--- config.mk ---
export PLATFORM = sky130hd
export DESIGN_NAME = ch_capture_flat
export DESIGN_NICKNAME = d
export VERILOG_FILES = /design/src/rtl/ch_pkg.sv /design/src/rtl/ch_capture_if.sv /design/src/rtl/ch_word_packer.sv /design/src/rtl/ch_capture.sv /design/src/flat_wrapper.sv
export SDC_FILE = /design/constraint.sdc
export NUM_CORES = 1
export LEC_CHECK = 0
export CAP_MARGIN = 20
export CORE_MARGIN = 2
export CORE_UTILIZATION = 53
export CTS_CLUSTER_DIAMETER = 40
export DETAILED_ROUTE_END_ITERATION = 8
export PLACE_DENSITY = 0.9
export SKIP_CTS_REPAIR_TIMING = 1
export SYNTH_ARGS = -nofsm -noshare
export SYNTH_HDL_FRONTEND = slang
export SYNTH_SLANG_ARGS = --single-unit
--- constraint.sdc ---
create_clock -name s_axi_clk -period 2.6 [get_ports s_axi_clk]
set_clock_uncertainty 0.05 [all_clocks]
set_input_delay 0.39 -clock s_axi_clk [delete_from_list [all_inputs] [get_ports s_axi_clk]]
set_output_delay 0.39 -clock s_axi_clk [all_outputs]
set_load 0.01 [all_outputs]
--- src/rtl/ch_pkg.sv ---
// Shared types and constants for the channel capture path.
package ch_pkg;

  localparam int LANE_BITS      = 5;
  localparam int WORD_WIDTH     = 32;
  localparam int N_ADDR_BITS    = 20;
  localparam int WORD_ADDR_BITS = N_ADDR_BITS - LANE_BITS;

  typedef enum logic [1:0] {
    IDLE,
    CAPTURE,
    FLUSH,
    DONE
  } state_t;

  // Start addresses are word aligned: the lane field is forced to zero.
  function automatic logic [N_ADDR_BITS-1:0] align_word(input logic [N_ADDR_BITS-1:0] a);
    return {a[N_ADDR_BITS-1:LANE_BITS], {LANE_BITS{1'b0}}};
  endfunction

endpackage

--- src/rtl/ch_capture_if.sv ---
// GPIO control, sample input and BRAM port-B bundle of the capture unit.
interface ch_capture_if;
  import ch_pkg::*;

  logic [N_ADDR_BITS-1:0]    i_gpio_set_ram_addr;
  logic                      i_gpio_write_addr;
  logic [N_ADDR_BITS-1:0]    i_gpio_stop_addr;
  logic                      i_gpio_write_stop_addr;
  logic                      i_gpio_capture_en;
  logic                      i_gpio_loop_capture;
  logic                      i_sample_strobe;
  logic                      ch_in;
  logic [N_ADDR_BITS-1:0]    o_gpio_addr_readback;
  logic                      o_gpio_capture_done;
  logic                      o_bram_en;
  logic                      o_bram_we;
  logic [WORD_ADDR_BITS-1:0] o_bram_addr;
  logic [WORD_WIDTH-1:0]     o_bram_din;

  modport master (
    output i_gpio_set_ram_addr, i_gpio_write_addr, i_gpio_stop_addr,
           i_gpio_write_stop_addr, i_gpio_capture_en, i_gpio_loop_capture,
           i_sample_strobe, ch_in,
    input  o_gpio_addr_readback, o_gpio_capture_done, o_bram_en, o_bram_we,
           o_bram_addr, o_bram_din
  );

  modport slave (
    input  i_gpio_set_ram_addr, i_gpio_write_addr, i_gpio_stop_addr,
           i_gpio_write_stop_addr, i_gpio_capture_en, i_gpio_loop_capture,
           i_sample_strobe, ch_in,
    output o_gpio_addr_readback, o_gpio_capture_done, o_bram_en, o_bram_we,
           o_bram_addr, o_bram_din
  );

endinterface

--- src/rtl/ch_word_packer.sv ---
// Packs sampled bits LSB-first into a word and hands finished words to a
// separate write register so back-to-back strobes never stall.
module ch_word_packer
  import ch_pkg::*;
#(
  parameter int WORD_WIDTH     = 32,
  parameter int WORD_ADDR_BITS = 15
) (
  input  logic                      clk,
  input  logic                      s_axi_reset,
  input  logic                      clear,
  input  logic                      sample,
  input  logic                      bit_in,
  input  logic                      last,
  input  logic                      abort,
  input  logic [LANE_BITS-1:0]      lane,
  input  logic [WORD_ADDR_BITS-1:0] word_addr,
  output logic                      vld_p1,
  output logic [WORD_ADDR_BITS-1:0] addr_p1,
  output logic [WORD_WIDTH-1:0]     din_p1
);

  logic [WORD_WIDTH-1:0] word_p0;
  logic [WORD_WIDTH-1:0] word_ins;
  logic                  any_p0;
  logic                  full;

  assign word_ins = word_p0 | (WORD_WIDTH'(bit_in) << lane);
  assign full     = &lane;

  // Assembly register (p0) feeding the one-cycle write register (p1)
  always_ff @(posedge clk) begin
    if (!s_axi_reset) begin
      word_p0 <= '0;
      any_p0  <= 1'b0;
      vld_p1  <= 1'b0;
      addr_p1 <= '0;
      din_p1  <= '0;
    end else begin
      vld_p1 <= 1'b0;
      if (clear) begin
        word_p0 <= '0;
        any_p0  <= 1'b0;
      end else if (sample) begin
        if (full || last) begin
          vld_p1  <= 1'b1;
          addr_p1 <= word_addr;
          din_p1  <= word_ins;
          word_p0 <= '0;
          any_p0  <= 1'b0;
        end else begin
          word_p0 <= word_ins;
          any_p0  <= 1'b1;
        end
      end else if (abort) begin
        // A partially filled word is still written; an empty one is dropped.
        if (any_p0) begin
          vld_p1  <= 1'b1;
          addr_p1 <= word_addr;
          din_p1  <= word_p0;
        end
        word_p0 <= '0;
        any_p0  <= 1'b0;
      end
    end
  end

endmodule

--- src/rtl/ch_capture.sv ---
// Channel record unit: GPIO-controlled capture FSM and bit pointer, with the
// word packer writing finished words into the channel BRAM port B.
module ch_capture
  import ch_pkg::*;
#(
  parameter int N_ADDR_BITS    = 20,
  parameter int WORD_WIDTH     = 32,
  parameter int WORD_ADDR_BITS = 15
) (
  input logic         s_axi_clk,
  input logic         s_axi_reset,
  ch_capture_if.slave bus
);

  state_t                 state, state_nx;
  logic [N_ADDR_BITS-1:0] start_addr;
  logic [N_ADDR_BITS-1:0] stop_addr;
  logic [N_ADDR_BITS-1:0] ptr;
  logic                   stop_hit;
  logic                   in_idle;
  logic                   accept;
  logic                   last;
  logic                   abort;

  assign in_idle = (state == IDLE);
  assign accept  = (state == CAPTURE) && bus.i_gpio_capture_en && bus.i_sample_strobe;
  assign last    = accept && (ptr == stop_addr);
  assign abort   = (state == CAPTURE) && !bus.i_gpio_capture_en;

  // State register, address registers, bit pointer and stop-reached flag
  always_ff @(posedge s_axi_clk) begin
    if (!s_axi_reset) begin
      state      <= IDLE;
      start_addr <= '0;
      stop_addr  <= '0;
      ptr        <= '0;
      stop_hit   <= 1'b0;
    end else begin
      state <= state_nx;
      if (in_idle) begin
        stop_hit <= 1'b0;
        if (bus.i_gpio_write_stop_addr) stop_addr <= bus.i_gpio_stop_addr;
        if (bus.i_gpio_write_addr) begin
          start_addr <= align_word(bus.i_gpio_set_ram_addr);
          ptr        <= align_word(bus.i_gpio_set_ram_addr);
        end else begin
          ptr <= start_addr;
        end
      end else if (accept) begin
        if (last && bus.i_gpio_loop_capture) begin
          ptr <= start_addr;
        end else begin
          ptr <= ptr + 1'b1;
          if (last) stop_hit <= 1'b1;
        end
      end
    end
  end

  // Next-state logic
  always_comb begin
    state_nx = state;
    case (state)
      IDLE:    if (bus.i_gpio_capture_en) state_nx = CAPTURE;
      CAPTURE: if (abort || (last && !bus.i_gpio_loop_capture)) state_nx = FLUSH;
      FLUSH:   state_nx = stop_hit ? DONE : IDLE;
      DONE:    if (!bus.i_gpio_capture_en) state_nx = IDLE;
      default: state_nx = IDLE;
    endcase
  end

  ch_word_packer #(
    .WORD_WIDTH     (WORD_WIDTH),
    .WORD_ADDR_BITS (WORD_ADDR_BITS)
  ) u_packer (
    .clk         (s_axi_clk),
    .s_axi_reset (s_axi_reset),
    .clear       (in_idle),
    .sample      (accept),
    .bit_in      (bus.ch_in),
    .last        (last),
    .abort       (abort),
    .lane        (ptr[LANE_BITS-1:0]),
    .word_addr   (ptr[N_ADDR_BITS-1:LANE_BITS]),
    .vld_p1      (bus.o_bram_en),
    .addr_p1     (bus.o_bram_addr),
    .din_p1      (bus.o_bram_din)
  );

  assign bus.o_bram_we            = bus.o_bram_en;
  assign bus.o_gpio_addr_readback = ptr;
  assign bus.o_gpio_capture_done  = (state == DONE);

endmodule

--- src/flat_wrapper.sv ---
// flat-port wrapper written by rule: the top's interface ports become plain ports
module ch_capture_flat import ch_pkg::*;
#(
  parameter int N_ADDR_BITS    = 20,
  parameter int WORD_WIDTH     = 32,
  parameter int WORD_ADDR_BITS = 15
)
  (s_axi_clk, s_axi_reset, bus_i_gpio_set_ram_addr, bus_i_gpio_write_addr, bus_i_gpio_stop_addr, bus_i_gpio_write_stop_addr, bus_i_gpio_capture_en, bus_i_gpio_loop_capture, bus_i_sample_strobe, bus_ch_in, bus_o_gpio_addr_readback, bus_o_gpio_capture_done, bus_o_bram_en, bus_o_bram_we, bus_o_bram_addr, bus_o_bram_din);
  ch_capture_if bus_i ();
  input logic s_axi_clk;
  input logic s_axi_reset;
  input wire logic [$bits(bus_i.i_gpio_set_ram_addr)-1:0] bus_i_gpio_set_ram_addr;
  input wire logic [$bits(bus_i.i_gpio_write_addr)-1:0] bus_i_gpio_write_addr;
  input wire logic [$bits(bus_i.i_gpio_stop_addr)-1:0] bus_i_gpio_stop_addr;
  input wire logic [$bits(bus_i.i_gpio_write_stop_addr)-1:0] bus_i_gpio_write_stop_addr;
  input wire logic [$bits(bus_i.i_gpio_capture_en)-1:0] bus_i_gpio_capture_en;
  input wire logic [$bits(bus_i.i_gpio_loop_capture)-1:0] bus_i_gpio_loop_capture;
  input wire logic [$bits(bus_i.i_sample_strobe)-1:0] bus_i_sample_strobe;
  input wire logic [$bits(bus_i.ch_in)-1:0] bus_ch_in;
  output wire logic [$bits(bus_i.o_gpio_addr_readback)-1:0] bus_o_gpio_addr_readback;
  output wire logic [$bits(bus_i.o_gpio_capture_done)-1:0] bus_o_gpio_capture_done;
  output wire logic [$bits(bus_i.o_bram_en)-1:0] bus_o_bram_en;
  output wire logic [$bits(bus_i.o_bram_we)-1:0] bus_o_bram_we;
  output wire logic [$bits(bus_i.o_bram_addr)-1:0] bus_o_bram_addr;
  output wire logic [$bits(bus_i.o_bram_din)-1:0] bus_o_bram_din;
  assign bus_i.i_gpio_set_ram_addr = bus_i_gpio_set_ram_addr;
  assign bus_i.i_gpio_write_addr = bus_i_gpio_write_addr;
  assign bus_i.i_gpio_stop_addr = bus_i_gpio_stop_addr;
  assign bus_i.i_gpio_write_stop_addr = bus_i_gpio_write_stop_addr;
  assign bus_i.i_gpio_capture_en = bus_i_gpio_capture_en;
  assign bus_i.i_gpio_loop_capture = bus_i_gpio_loop_capture;
  assign bus_i.i_sample_strobe = bus_i_sample_strobe;
  assign bus_i.ch_in = bus_ch_in;
  assign bus_o_gpio_addr_readback = bus_i.o_gpio_addr_readback;
  assign bus_o_gpio_capture_done = bus_i.o_gpio_capture_done;
  assign bus_o_bram_en = bus_i.o_bram_en;
  assign bus_o_bram_we = bus_i.o_bram_we;
  assign bus_o_bram_addr = bus_i.o_bram_addr;
  assign bus_o_bram_din = bus_i.o_bram_din;
  ch_capture #(.N_ADDR_BITS(N_ADDR_BITS), .WORD_WIDTH(WORD_WIDTH), .WORD_ADDR_BITS(WORD_ADDR_BITS)) u_core (.s_axi_clk(s_axi_clk), .s_axi_reset(s_axi_reset), .bus(bus_i));
endmodule
; ---- Yosys cells after proc, flatten, opt, wreduce, memory -nomap -nowiden
; Cells that the tools add are included.
[word_totals]
out_inout_bits = 70
reg_bits = 144
[op_classes]
n_bitwise = 4
reduce_logical = 20
n_eq_ne = 8
muxes = 27
shifts = 1
n_addsub = 1
[op_table]
columns = operator, n
row1 = 32-bit 2-to-1 mux, 7
row2 = 20-bit 2-to-1 mux, 4
row3 = 15-bit 2-to-1 mux, 4
row4 = 32-bit bitwise OR, 1
row5 = 1-bit by 5-bit << shifter with 32-bit output, 1
row6 = "20-bit by 1-bit adder with 20-bit output, second input constant", 1
row7 = 20-bit == test, 1
row8 = 2-bit 2-to-1 mux, 4
row9 = "2-bit != test, second input constant", 4
row10 = 2-bit case mux with 4 select lines, 1
row11 = 1-bit 2-to-1 mux, 7
row12 = 1-bit logical AND, 6
row13 = 3-bit AND reduction, 2
row14 = 2-bit nonzero test, 3
row15 = 5-bit AND reduction, 1
row16 = "2-bit == test, second input constant", 2
row17 = 4-bit AND reduction, 1
row18 = 1-bit NOT, 3
row19 = "2-bit by 1-bit == test with 1-bit output, second input constant", 1
row20 = 1-bit logical NOT, 2
row21 = 2-bit logical NOT, 1
row22 = 1-bit logical OR, 2
row23 = 2-bit AND reduction, 1
row24 = 2-bit OR reduction, 1

; ---- Longest topological paths before layout
[logic_depth]
ltp_word = 8
depth_mapped = 9
mapped_depth_nobuf = 7

; ---- Hierarchy
; A second synthesis with hierarchy kept.
[hier_totals]
hier_cells = 753
hier_area_um2 = 6553.8
[modules_own_cells]
columns = mod, seq_area_each_um2, instances, cells_per_inst, area_each_um2
row1 = ch_capture, 1261.2, 1, 427, 3335.7
row2 = ch_word_packer, 1621.6, 1, 326, 3218.1

; ---- Least setup slack after synthesis
; Ideal clock, no wire load.
[synth_timing]
path_kind = register to register
from = register u_core.ptr[0], in the netlist u_core.bus.o_gpio_addr_readback[0]
to = register u_core.u_packer.din_p1[10]
period_less_slack_ns = 2.152
setup_time_ns = 0.134
path_stages_with_launch = 8
arrival_time_ns = 1.968
path_buffers = 2
path_slack_ns = 0.448
cell_sequence = dfxtp_1 > xnor2_1 > nand4_1 > or4_4 > o32ai_4 > buf_6 > buf_2 > a211oi_1
[synth_between]
elab_chain_len = 5
word_cells_on_any_way = 10
[synth_rtl]
columns = element, line_no
row1 = start: declaration, ch_capture.sv:18  ; logic [N_ADDR_BITS-1:0] ptr;
row2 = start signal: assignment, ch_capture.sv:45  ; ptr <= align_word(bus.i_gpio_set_ram_addr);
row3 = start signal: assignment, ch_capture.sv:47  ; ptr <= start_addr;
row4 = start signal: assignment, ch_capture.sv:51  ; ptr <= start_addr;
row5 = 20-bit == test, ch_capture.sv:27  ; assign last = accept && (ptr == stop_addr);
row6 = 1-bit logical AND, ch_capture.sv:27
row7 = 1-bit logical OR, ch_word_packer.sv:45  ; if (full || last) begin
row8 = 2-bit != test (no source line), --
row9 = 4-bit AND reduction (no source line), --
row10 = end signal: assignment, ch_word_packer.sv:48  ; din_p1 <= word_ins;
row11 = end signal: assignment, ch_word_packer.sv:60  ; din_p1 <= word_p0;
row12 = end: declaration, ch_word_packer.sv:20  ; output logic [WORD_WIDTH-1:0] din_p1
; Parallel ways exist; a longest one is shown, timed or not. The select of a mux whose other input is x is not followed.
; A chain may end at the register's enable or synchronous reset.

; ---- Worst setup path in the final report
[layout_timing]
from = register u_core.ptr[17], in the netlist u_core.bus.o_gpio_addr_readback[17]
to = register u_core.u_packer.din_p1[17]
[layout_between]
elab_chain_len = 5
[layout_rtl]
columns = element, line_no
row1 = 20-bit == test, ch_capture.sv:27
row2 = 1-bit logical AND, ch_capture.sv:27
row3 = 1-bit logical OR, ch_word_packer.sv:45
row4 = 2-bit != test (no source line), --
row5 = 4-bit AND reduction (no source line), --
; Every way passes these cells.

==> results.md <==
* Cell with the most instances after synthesis: dfxtp_1
* Final Critical Period at 2.45 ns
* Sequential share of the synthesized area at 44.3%
* Post-route design area at 0.00860 mm2
* Die area at 0.0132 mm2
* Yosys cell types at 52
* Initial Util at 54.1%
* FMAX at 408 MHz
* Max layer used: met4
* Pleak at 3.17 nW
* CTS clock-pin slew for the worst setup and hold paths at approximately 0.060 ns
* Routability cong. at between 0.8 and 0.9
* Syn_area_per_cell at 8.35 um2
* Final Net Count at 952
* Worst Setup End Kind: flop
* Layout cells sized above 1 at 10.8%
* M1 WL at 7.82 mm
* Max-slew violations at 0
* Critical Path Start Type: flop
* GRT Util Overall at between 20% and 30%
* Most used DFF post-synth: dfxtp_1
* Dpl hpwl at 12.8 mm
* Met3 WL at 2.03 mm
* R2R Path End: u_core.u_packer.din_p1[17]
* Core Util, Final at a little under three quarters
* Power Total at 5.58 mW
* Synth Instances at 779
* CTS Buf Count at 17
* Yosys reg bits at 144
* Non-filler instance count after layout at 1062
* Antenna viol nets, final at 0
* Die X at 115 um
* Std-Cell Rows at 40
* Worst vdd ir at 0.000580 V
* RSZ-0062 raised after global routing: no
* # clock sinks at 144
* Htree depth at 4
* Post-synth ARST share at 0%
* Slew margin rel. at 58.3%
* Critical Path RT at 2.88 ns
* Largest net degree at the start of global routing at 74
* Worst Path Arrival at 2.73 ns
* GRT overflow at 0
* Layout area overhead at 32.2%
* WL per Instance at 18.2 um
* Kind of critical path: reg -> reg
* Worst skew pair latency at 0.44 ns
* Register-to-register setup slack at 0.15 ns
* Worst hold path cell count at 2
* DRC violation count after routing at 0
* Vias per cell at 6.03
* Fin crit share at a little over nine tenths
* Outcome: completed
* Top Family by Delay on Critical Path: simple AND/OR/NAND/NOR gates
* Vias post-DR at 6401
* Longest Clk Path Bufs at 2
* Hold Startpoint: u_core.u_packer.addr_p1[7]
* Critical Path Fanout Max at 73
* Detailed Route Iter0 Violations at around 960
* Hold Path End: u_core.u_packer.addr_p1[7]
* Worst path cell trace: xnor2_1 -> nand4_1 -> or4_4 -> o32ai_4 -> buf_12 -> nor2_1 -> a211oi_1
* Placed cells at 1030
* Count of input and output buffers at 112
* Final Setup Violations at 0
* Dpl cell area at roughly 0.008 mm2
* PwrDens at 649 mW/mm2
* Post-synth top cells: dfxtp_1, nand2_1, a21oi_1
* Post-synth EDFFs at 0
* HP Class: reg -> reg
* Top cell type's share of synthesized area at 44.3%
* Fin. Hold Viols at 0
* Post-Syn Nets at 829
* Worst path slowest cell: or4_4
* Worst slew pin tran at 0.616 ns
* Synth top area cells: dfxtp_1, a21oi_1, nand2_1, o21a_1, a211oi_1
* R2r worst-path depth at 7
* # IOs at 118
* # Max-Cap Violations at 0
* Router iterations before antenna repair at 5
* Global-route wire length before repair at 30.2 mm
* Largest stage delay on the critical path at 0.60 ns
* Netlist Area Pre-Place at 0.00650 mm2
* Met2 routed WL at 8.90 mm
* Initial antenna violation count at 0
* R2R Path Start: u_core.bus.o_gpio_addr_readback[17]
* Antenna Cells at 0
* Number of global-route vias before repair at around 5900
* Synth Warn # at 0
* Clock Root Buffer: clkbuf_16
* CTS tree: done
* Core area at 0.0120 mm2
* CP bufs+invs at 1
* Routed wire length at between 15 and 20 mm
* Yosys top cell by area: dfxtp_1
* Die Y at 115 um
-- per-layer routing --
metal  track usage [%]  up-vias
met2              45.0      357
li1                  -     3019
met3              8.07       65
met1              39.7     2960
met4              14.5        0
met5                 0        -
-- final cells by class --
type,count,area [um2]
sequential,144,2880
timing repair buffer,166,1590
clock inverter,11,163
tap,147,184
multi-input combinational,568,3310
inverter,5,18.8
clock buffer,21,450
fill,827,3420
-- cells by family (layout without fill, tap and decap cells) --
logic type	count (synthesis)	after routing	synth area share [%]
AOI/OAI and AO/OA	220	220	20.7
DFF	144	144	44.3
adders and majority gates	2	2	0.385
and+or+nand+nor	283	283	20.2
muxes	27	27	4.21
buffers and inverters	67	203	5.06
xor gates and xnor gates	36	36	5.08
-- flip-flops by register name, indices dropped and copies added (netlist names) --
register and flops:
u_core.bus.o_gpio_addr_readback 20, u_core.start_addr 20, u_core.state 2, u_core.stop_addr 20
u_core.stop_hit 1, u_core.u_packer.addr_p1 15, u_core.u_packer.any_p0 1, u_core.u_packer.din_p1 32
u_core.u_packer.vld_p1 1, u_core.u_packer.word_p0 32
-- worst reg2reg max path: stages, from the launching register on --
cell      delay (ns)
dfxtp_1         0.35
xnor2_1         0.25
nand4_1         0.20
or4_4           0.60
o32ai_4         0.19
buf_12          0.30
nor2_1          0.15
a211oi_1        0.27
-- metrics by stage --
step	hold WS [ns]	setup TNS (ns)	worst slack [ns]
2_1_floorplan	0.383	0	0.448
3_3_place_gp	0.387	-0.107	-0.0239
3_5_place_dp	0.391	-2.29	-0.131
4_1_cts	0.399	0	0.0401
5_1_grt	0.417	0	0.0381
6_report	0.396	0	0.149
-- power by group --
part / total (mW) / switching [mW] / leakage (nW) / internal (mW)
sequential: 2.34 / 0.0626 / 1.17 / 2.27
clock: 2.56 / 0.934 / 0.305 / 1.62
combinational: 0.687 / 0.384 / 1.69 / 0.303
-- worst max-delay path by stage --
stage	from	to	slack, ns	cells past startpoint
3_5_place_dp	bus_i_sample_strobe	u_core.u_packer.din_p1[17]	-0.13	8
6_report	u_core.bus.o_gpio_addr_readback[17]	u_core.u_packer.din_p1[17]	0.15	7
3_3_place_gp	bus_i_sample_strobe	u_core.u_packer.din_p1[1]	-0.02	8
2_1_floorplan	u_core.bus.o_gpio_addr_readback[0]	u_core.u_packer.din_p1[10]	0.45	7
4_1_cts	u_core.bus.o_gpio_addr_readback[15]	u_core.u_packer.din_p1[17]	0.04	7
5_1_grt	u_core.bus.o_gpio_addr_readback[17]	u_core.state[1]	0.04	6
-- layout by cell type (no fill, tap or decap), types with 4 or more instances in the layout --
| cell | instances |
|---|---|
| xor2_1 | 12 |
| nor2b_1 | 7 |
| mux2i_1 | 24 |
| buf_12 | 5 |
| clkinv_2 | 5 |
| and3_1 | 10 |
| clkdlybuf4s50_1 | 112 |
| a21oi_1 | 89 |
| nor4_1 | 4 |
| a211oi_1 | 33 |
| buf_4 | 49 |
| clkbuf_16 | 17 |
| o21a_1 | 34 |
| bufinv_16 | 4 |
| nand3_1 | 33 |
| o21ai_1 | 8 |
| dfxtp_1 | 143 |
| o21ai_0 | 34 |
| nand4_1 | 8 |
| nand2_1 | 108 |
| and2_1 | 7 |
| nor2_1 | 50 |
| a31oi_1 | 5 |
| nor3_1 | 40 |
| xnor2_1 | 22 |
Note: power is estimated with default switching activity, not from simulation.
